`config.mk`:
```
export PLATFORM = sky130hd
export DESIGN_NAME = bcd_time_counter
export DESIGN_NICKNAME = d
export VERILOG_FILES = /design/src/rtl/time_pkg.sv /design/src/rtl/bcd_mod_counter.sv /design/src/rtl/bcd_time_counter.sv
export SDC_FILE = /design/constraint.sdc
export NUM_CORES = 1
export LEC_CHECK = 0
export CAP_MARGIN = 0
export CORE_ASPECT_RATIO = 1.75
export CORE_MARGIN = 3
export CORE_UTILIZATION = 45
export DETAILED_ROUTE_END_ITERATION = 10
export PLACE_DENSITY_LB_ADDON = 0.15
export SYNTH_ARGS = -nofsm -noshare
export SYNTH_HDL_FRONTEND = slang
export SYNTH_SLANG_ARGS = --single-unit
export TNS_END_PERCENT = 20
```
`constraint.sdc`:
```
create_clock -name clock_in -period 3.15 [get_ports clock_in]
set_input_delay 0.63 -clock clock_in [delete_from_list [all_inputs] [get_ports clock_in]]
set_output_delay 0.63 -clock clock_in [all_outputs]
set_load 0.03 [all_outputs]
```
`src/rtl/time_pkg.sv`:
```
// Shared types, constants and BCD helpers for the hh:mm:ss timekeeping block.
package time_pkg;

  typedef logic [7:0] bcd2_t;

  typedef enum logic {
    READY = 1'b0,
    ACK   = 1'b1
  } state_t;

  localparam logic [3:0] BCD_MAX_DIGIT = 4'd9;
  localparam logic [3:0] SEC_TENS_MAX  = 4'd5;

  // Two-digit BCD encoding of a small constant (0..99), used at elaboration.
  function automatic bcd2_t to_bcd(input int unsigned n);
    return {4'(n / 10), 4'(n % 10)};
  endfunction

  // Valid packed BCD compares in the same order as its numeric value,
  // so range checks below are done on the BCD codes directly.
  function automatic logic is_legal_time(input bcd2_t hh,
                                         input bcd2_t mm,
                                         input bcd2_t ss,
                                         input int unsigned hour_limit,
                                         input int unsigned sec_limit);
    logic ok;
    ok = (hh[7:4] <= BCD_MAX_DIGIT) && (hh[3:0] <= BCD_MAX_DIGIT) &&
         (mm[7:4] <= SEC_TENS_MAX)  && (mm[3:0] <= BCD_MAX_DIGIT) &&
         (ss[7:4] <= SEC_TENS_MAX)  && (ss[3:0] <= BCD_MAX_DIGIT);
    ok = ok && (hh < to_bcd(hour_limit)) &&
         (mm < to_bcd(sec_limit)) && (ss < to_bcd(sec_limit));
    return ok;
  endfunction

endpackage

```
`src/rtl/bcd_mod_counter.sv`:
```
// Two-digit BCD modulo counter with synchronous load; one per time field.
module bcd_mod_counter
  import time_pkg::*;
#(
  parameter int unsigned MODULUS = 60
) (
  input  logic       clock_in,
  input  logic       reset,
  input  logic       inc,
  input  logic       load,
  input  logic [7:0] load_val,
  output logic [7:0] value,
  output logic       carry_out
);

  localparam bcd2_t LAST = to_bcd(MODULUS - 1);

  logic [3:0] tens;
  logic [3:0] units;

  assign tens      = value[7:4];
  assign units     = value[3:0];
  assign carry_out = inc & (value == LAST);

  always_ff @(posedge clock_in) begin
    if (reset) begin
      value <= '0;
    end else if (load) begin
      value <= load_val;
    end else if (inc) begin
      if (value == LAST)
        value <= '0;
      else if (units == BCD_MAX_DIGIT)
        value <= {tens + 4'd1, 4'd0};
      else
        value <= {tens, units + 4'd1};
    end
  end

endmodule

```
`src/rtl/bcd_time_counter.sv`:
```
// hh:mm:ss BCD time counter driven by rising edges of the 1 Hz divider output,
// with run/stop control and a validated one-shot load handshake.
module bcd_time_counter
  import time_pkg::*;
#(
  parameter int unsigned HOUR_LIMIT = 24,
  parameter int unsigned SEC_LIMIT  = 60
) (
  input  logic       clock_in,
  input  logic       reset,
  input  logic       slow_clk_in,
  input  logic       run,
  input  logic       load_valid,
  output logic       load_ready,
  input  logic [7:0] load_hh,
  input  logic [7:0] load_mm,
  input  logic [7:0] load_ss,
  output logic [7:0] hours,
  output logic [7:0] minutes,
  output logic [7:0] seconds,
  output logic       sec_pulse,
  output logic       day_pulse,
  output logic       load_err
);

  state_t state;
  state_t next_state;

  logic slow_q;
  logic tick;
  logic load_legal;
  logic load_accept;
  logic load_reject;
  logic count_en;
  logic ss_carry;
  logic mm_carry;
  logic hh_carry;

  assign tick       = slow_clk_in & ~slow_q;
  assign load_legal = is_legal_time(load_hh, load_mm, load_ss, HOUR_LIMIT, SEC_LIMIT);
  // An accepted load overrides the tick on the same edge.
  assign count_en   = tick & run & ~load_accept;

  always_ff @(posedge clock_in) begin
    if (reset)
      state <= READY;
    else
      state <= next_state;
  end

  always_comb begin
    next_state  = state;
    load_accept = 1'b0;
    load_reject = 1'b0;
    case (state)
      READY: begin
        if (load_valid) begin
          if (load_legal) begin
            load_accept = 1'b1;
            next_state  = ACK;
          end else begin
            load_reject = 1'b1;
          end
        end
      end
      ACK:     next_state = READY;
      default: next_state = READY;
    endcase
  end

  // Pulses and load_ready are registered alongside the counters they describe.
  always_ff @(posedge clock_in) begin
    if (reset) begin
      slow_q     <= 1'b1;
      sec_pulse  <= 1'b0;
      day_pulse  <= 1'b0;
      load_err   <= 1'b0;
      load_ready <= 1'b1;
    end else begin
      slow_q     <= slow_clk_in;
      sec_pulse  <= count_en;
      day_pulse  <= hh_carry;
      load_err   <= load_reject;
      load_ready <= (next_state == READY);
    end
  end

  bcd_mod_counter #(.MODULUS(SEC_LIMIT)) u_ss (
    .clock_in  (clock_in),
    .reset     (reset),
    .inc       (count_en),
    .load      (load_accept),
    .load_val  (load_ss),
    .value     (seconds),
    .carry_out (ss_carry)
  );

  bcd_mod_counter #(.MODULUS(SEC_LIMIT)) u_mm (
    .clock_in  (clock_in),
    .reset     (reset),
    .inc       (ss_carry),
    .load      (load_accept),
    .load_val  (load_mm),
    .value     (minutes),
    .carry_out (mm_carry)
  );

  bcd_mod_counter #(.MODULUS(HOUR_LIMIT)) u_hh (
    .clock_in  (clock_in),
    .reset     (reset),
    .inc       (mm_carry),
    .load      (load_accept),
    .load_val  (load_hh),
    .value     (hours),
    .carry_out (hh_carry)
  );

endmodule

```
=== Yosys cells after proc, flatten, opt, wreduce, memory -nomap -nowiden ===
Index checks and enable logic that the tools add are counted.

* Logic and storage cells: 79
* Register bits: 30

* Add/subtract/negate cells: 6
* Multiplexer cells: 17
* Bitwise gates (word level): 11
* Magnitude comparators: 9
* Eq/ne operators: 6
* Reductions and logical operators: 18

{| class="wikitable"
|+ Operators with widths
! kind !! count
|-
| 2-to-1 mux 8 bit || 12
|-
| adder 4 x 1 -> 4 bit, second input constant || 6
|-
| == test 8 x 7 -> 1 bit, second input constant || 2
|-
| <= comparator 4 bit, second input constant || 4
|-
| < comparator 8 x 7 -> 1 bit, second input constant || 2
|-
| == test 4 bit, second input constant || 3
|-
| nonzero test 3 bit || 3
|-
| == test 8 x 6 -> 1 bit, second input constant || 1
|-
| <= comparator 4 x 3 -> 1 bit, second input constant || 2
|-
| logical AND 1 bit || 8
|-
| < comparator 8 x 6 -> 1 bit, second input constant || 1
|-
| bitwise AND 1 bit || 6
|-
| AND reduction 2 bit || 3
|-
| nonzero test 2 bit || 3
|-
| inverter 1 bit || 5
|-
| 2-to-1 mux 1 bit || 4
|-
| OR reduction 3 bit || 1
|-
| case mux 1 bit (2 select lines) || 1
|}

=== Depth between registers and ports, before layout ===
* Depth after elaboration: 18
* Depth in mapped cells: 8
* Gate-level depth less buffers: 7

=== By module ===
From an unflattened synthesis, not the netlist that was laid out.

* Cells, all modules: 224
* Area total of the unflattened synthesis: 1,943.1 µm²

{| class="wikitable"
|+ By module, submodules not included
! module !! area each (µm²) !! sequential area each (µm²) !! instances !! cells an instance
|-
| bcd_mod_counter (u_mm ...) || 561.8 || 160.2 || 2 || 64
|-
| bcd_mod_counter (u_hh) || 555.5 || 160.2 || 1 || 70
|-
| bcd_time_counter || 264.0 || 120.1 || 1 || 26
|}

=== Least setup slack after synthesis ===
No wires, ideal clock.

* Path kind: input-to-reg
* Start point: input load_mm[7]
* End point: register u_ss.value[2]
* Buffers on the path: 2
* Slack: 0.962 ns
* Required time: 3.015 ns
* Library setup time: 0.135 ns
* Arrival time: 2.052 ns
* Stages on the path: 7
* Cell sequence: nor4_2 -> nand4_1 -> or4_1 -> buf_2 -> buf_2 -> nor2_1 -> a311oi_2

* Word-level cells in the longest chain between the ends: 14
* Elaborated cells between the ends (all ways): 16

{| class="wikitable"
|+ Ends and longest elaborated chain
! item !! line !! source
|-
| from (decl) || bcd_time_counter.sv:16 || <nowiki>input logic [7:0] load_mm,</nowiki>
|-
| <= comparator 4 x 3 -> 1 bit || time_pkg.sv:28 || <nowiki>(mm[7:4] <= SEC_TENS_MAX) && (mm[3:0] <= BCD_MAX_DIGIT) &&</nowiki>
|-
| logical AND 1 bit || time_pkg.sv:27 || <nowiki>ok = (hh[7:4] <= BCD_MAX_DIGIT) && (hh[3:0] <= BCD_MAX_DIGIT) &&</nowiki>
|-
| logical AND 1 bit (2 in a row) || time_pkg.sv:28 ||
|-
| logical AND 1 bit || time_pkg.sv:29 || <nowiki>(ss[7:4] <= SEC_TENS_MAX) && (ss[3:0] <= BCD_MAX_DIGIT);</nowiki>
|-
| logical AND 1 bit || time_pkg.sv:30 || <nowiki>ok = ok && (hh < to_bcd(hour_limit)) &&</nowiki>
|-
| logical AND 1 bit * || time_pkg.sv:30 ||
|-
| logical AND 1 bit * || time_pkg.sv:31 || <nowiki>(mm < to_bcd(sec_limit)) && (ss < to_bcd(sec_limit));</nowiki>
|-
| 2-to-1 mux 1 bit * || bcd_time_counter.sv:58 || <nowiki>if (load_legal) begin</nowiki>
|-
| 2-to-1 mux 1 bit * || bcd_time_counter.sv:57 || <nowiki>if (load_valid) begin</nowiki>
|-
| 2-to-1 mux 1 bit * || bcd_time_counter.sv:55 || <nowiki>case (state)</nowiki>
|-
| inverter 1 bit || bcd_time_counter.sv:42 || <nowiki>assign count_en = tick & run & ~load_accept;</nowiki>
|-
| bitwise AND 1 bit || bcd_time_counter.sv:42 ||
|-
| nonzero test 2 bit (no source line) || n/a ||
|-
| to (signal assigned) || bcd_mod_counter.sv:29 || <nowiki>value <= load_val;</nowiki>
|-
| to (signal assigned) || bcd_mod_counter.sv:34 || <nowiki>value <= {tens + 4'd1, 4'd0};</nowiki>
|-
| to (signal assigned) || bcd_mod_counter.sv:36 || <nowiki>value <= {tens, units + 4'd1};</nowiki>
|-
| to (decl) || bcd_mod_counter.sv:12 || <nowiki>output logic [7:0] value,</nowiki>
|}

Every way passes the cells marked *; elsewhere a longest branch is shown, timed or not.
A chain may end at the register's enable or synchronous reset.

=== Worst setup path after layout ===
* Start point: input load_mm[7]
* End point: register u_mm.value[3]

* Word-level cells in the longest chain between the ends: 15
* Elaborated cells between the ends (all ways): 17

{| class="wikitable"
|+ Ends and longest elaborated chain
! item !! line !! source
|-
| <= comparator 4 x 3 -> 1 bit || time_pkg.sv:28 ||
|-
| logical AND 1 bit || time_pkg.sv:27 ||
|-
| logical AND 1 bit (2 in a row) || time_pkg.sv:28 ||
|-
| logical AND 1 bit || time_pkg.sv:29 ||
|-
| logical AND 1 bit || time_pkg.sv:30 ||
|-
| logical AND 1 bit * || time_pkg.sv:30 ||
|-
| logical AND 1 bit * || time_pkg.sv:31 ||
|-
| 2-to-1 mux 1 bit * || bcd_time_counter.sv:58 ||
|-
| 2-to-1 mux 1 bit * || bcd_time_counter.sv:57 ||
|-
| 2-to-1 mux 1 bit * || bcd_time_counter.sv:55 ||
|-
| inverter 1 bit || bcd_time_counter.sv:42 ||
|-
| bitwise AND 1 bit || bcd_time_counter.sv:42 ||
|-
| bitwise AND 1 bit || bcd_mod_counter.sv:23 || <nowiki>assign carry_out = inc & (value == LAST);</nowiki>
|-
| nonzero test 2 bit (no source line) || n/a ||
|-
| to (signal assigned) || bcd_mod_counter.sv:29 ||
|-
| to (signal assigned) || bcd_mod_counter.sv:34 ||
|-
| to (signal assigned) || bcd_mod_counter.sv:36 ||
|-
| to (decl) || bcd_mod_counter.sv:12 ||
|}

Marks and branches as above.

==> qor.yml <==
end_kind: "flop"
grtUsageMet2_pct: 38.88
hpwl_microns: 3585
placed_area_sq_mm: 0.002377
fin_area_sq_mm: 0.002460
wl_microns: 4569
drc: 0
syn_to_final_growth_pct: 39.93
multi_input_area_sq_mm: 0.001061
tritoncts: "done"
hold_class: "flop to flop"
power.switching_fraction_pct: 21.94
busiest_layer: "met2"
die-area_sq_mm: 0.004722
cts_buffers: 5
place_congestion: 0.8690
p_int_mw: 0.5936
die_w_microns: 53.25
worst_pin_slew_ns: 0.9102
clock_path_buffers: 2
power_density_mw_per_mm2: 309.1
syn_area_sq_mm: 0.001758
syn_inst: 210
cp_max_fo: 13
grt.overflow.total: 0
crit_type: "input pin to flop"
first_pass_iters: 4
avgSynthCellArea_sq_um: 8.371
reg2reg_slack_ns: 1.01
cts_max_level: 2
grt_pass1_vias: 1697
power_frac_clock_pct: 39.7
avgViaCountPerCell: 5.769
start_kind: "input pin"
worstPathRequired_ns: 3.35
max-slew-margin-rel_pct: 38.47
fin_crit_sh_pct: 76.53
min-delay-start: "u_mm.value[7]"
p_leak_nw: 0.8526
seqPwrFrac_pct: 50.6
final.fill_count: 336
ioPinCount: 57
diodes: 0
root_buffer: "clkbuf_8"
seq_area_frac_synth_pct: 34.16
use_met3_pct: 4.722
outcome: "finished clean"
synth_warnings: 0
grt_start_max_net_pins: 17
num_vias: 1823
slew_violations: 0
port_buffers: 56
die_h_microns: 88.68
setup_viol_count_final: 0
p_comb_share_pct: 9.7
antenna_found_initial: 0
r2r_cells: 6
dp_slack_ns: 0.4458
maxCapViolations: 0
ys_types: 41
ant_nets: 0
synth_seq_cells: 30
seq_area_sq_um: 600.6
clock-skew-final_ns: 0.001300
syn_nets: 249
rsz0062_at_grt: "false"
whs_ns: 0.5067
drive_above_1_share_pct: 9.259
switching_power_mw: 0.1668
hold_path_depth: 2
grt_pass1_wl_microns: 7541
cts-resized-gates: 0
final.setup.worst_slack_ns: 0.7392
ir_worst_vdd_uv: 270.2
grt_use_total_pct: 21.65
fin_total_pwr_mw: 0.7604
start_util_pct: 47.50
insertion_delay_ns: 0.28
clk_transition_reported_paths_ns: 0.06
fin_tns_setup_ns: 0
timing_hold_violations_final: 0
rr_endpoint: "u_hh.value[3]"
cp.arrival_ns: 2.61
post_cts_buffers: 0
hold-path-endpoint: "u_mm.value[7]"
clock-sinks: 30
core_area_sq_mm: 0.003701
grt_use_met1_pct: 23.13
min_period_ns: 2.411
drt_iter0_drc: 17
rows: 29
max_freq_ghz: 0.4148
finalNetCount: 310
reg2reg_from: "u_ss.value[4]"
wl_per_cell_microns: 14.46
cts_hold_buf: 0
==> synth_stat cells <==
cell type	number	area, sq um
a2111o_1	1	11.26
nor4_2	2	25.02
a32oi_1	1	8.760
a31oi_1	3	18.77
and2_1	1	6.260
buf_2	5	25.02
nor3_1	23	115.1
o211a_1	1	10.01
a211oi_2	3	37.54
o21a_1	1	7.510
a211oi_1	10	75.07
a21oi_1	7	35.03
or2_2	1	6.260
clkbuf_1	3	11.26
a22oi_1	1	7.510
nand3_1	7	35.03
nand4b_1	1	8.760
or4_1	3	22.52
buf_6	2	22.52
nor3_2	1	10.01
a311oi_2	4	60.06
xnor2_1	1	8.760
nor2_1	24	90.09
nand2b_1	3	18.77
o31a_1	1	8.760
ha_1	10	125.1
xor2_1	2	17.52
and3_1	3	18.77
or3_1	1	6.260
nor4_1	1	6.260
nand4_1	5	31.28
nand2_1	11	41.29
dfxtp_1	30	600.6
nand3b_1	5	37.54
o21bai_1	4	30.03
inv_1	10	37.54
nor3b_1	1	7.510
o21ai_0	10	50.05
nor4b_1	2	17.52
and3b_1	4	35.03
o311a_1	1	10.01
==> logic make-up after synthesis <==
| group | share of synthesized area, % |
|---|---|
| DFF | 34.16 |
| AOI/OAI and AO/OA | 21.07 |
| xor gates and xnor gates | 1.495 |
| adders and majority gates | 7.117 |
| buffers and inverters | 5.480 |
| and+or+nand+nor | 30.68 |
==> per-stage QoR <==
| stage | util, % | std cells |
|---|---|---|
| 2_1_floorplan | - | 210 |
| 3_3_place_gp | 64.23 | 310 |
| 3_5_place_dp | 64.23 | 310 |
| 4_1_cts | 66.46 | 316 |
| 5_1_grt | 66.46 | 316 |
| 6_report | 66.46 | 316 |
==> power by group through the flow <==
stage	Combinational [mW]	Sequential (mW)	Clock, mW
finish	0.0736	0.385	0.302
global route	0.0794	0.385	0.323
CTS	0.0740	0.385	0.310
detailed placement	0.0736	0.393	0
global placement	0.0738	0.393	0
floorplan	0.0194	0.397	0
==> layer usage <==
layer | wire (microns) | share of wire, % | up-vias
li1 | - | - | 894
met1 | 1753 | 38 | 866
met2 | 2468 | 54 | 54
met3 | 247 | 5.4 | 9
met4 | 100 | 2.2 | 0
met5 | 0 | 0 | -
==> layout by cell type (no fill, tap or decap), types with 8 or more instances in the layout <==
cell type        netlist  layout
dfxtp_1               30      30
o21ai_0               10      10
ha_1                  10      10
a211oi_1              10      10
clkdlybuf4s50_1        0      56
buf_4                  0       8
nor2_1                24      24
inv_1                 10      10
nand2_1               11      11
nor3_1                23      23
==> cell type report <==
type	instances	area share, %
tap	46	2.340
timing repair buffer	64	25.23
sequential	30	24.42
multi-input combinational	160	43.13
clock buffer	6	3.357
inverter	10	1.526
==> flip-flops by register name (all words and copies together), names as in the netlist <==
name and flops:
u_ss.value 8, u_mm.value 8, state 1, load_err 1, sec_pulse 1, slow_q 1, day_pulse 1, u_hh.value 8
load_ready 1
==> worst max-delay path by stage <==
stage | from | cells after the start | endpoint
2_1_floorplan | load_mm[7] | 7 | u_ss.value[2]
3_3_place_gp | load_mm[7] | 7 | u_mm.value[3]
3_5_place_dp | load_mm[7] | 7 | u_mm.value[3]
4_1_cts | load_mm[7] | 7 | u_mm.value[3]
5_1_grt | load_mm[7] | 7 | u_ss.value[5]
6_report | load_mm[7] | 7 | u_mm.value[3]
==> critical path: stages <==
cell,delay (ns)
clkdlybuf4s50_1,0.41
nor4_2,0.27
nand4_1,0.20
or4_1,0.61
buf_4,0.21
o211a_1,0.11
nor3_1,0.16
(Power assumes the default switching activity.)
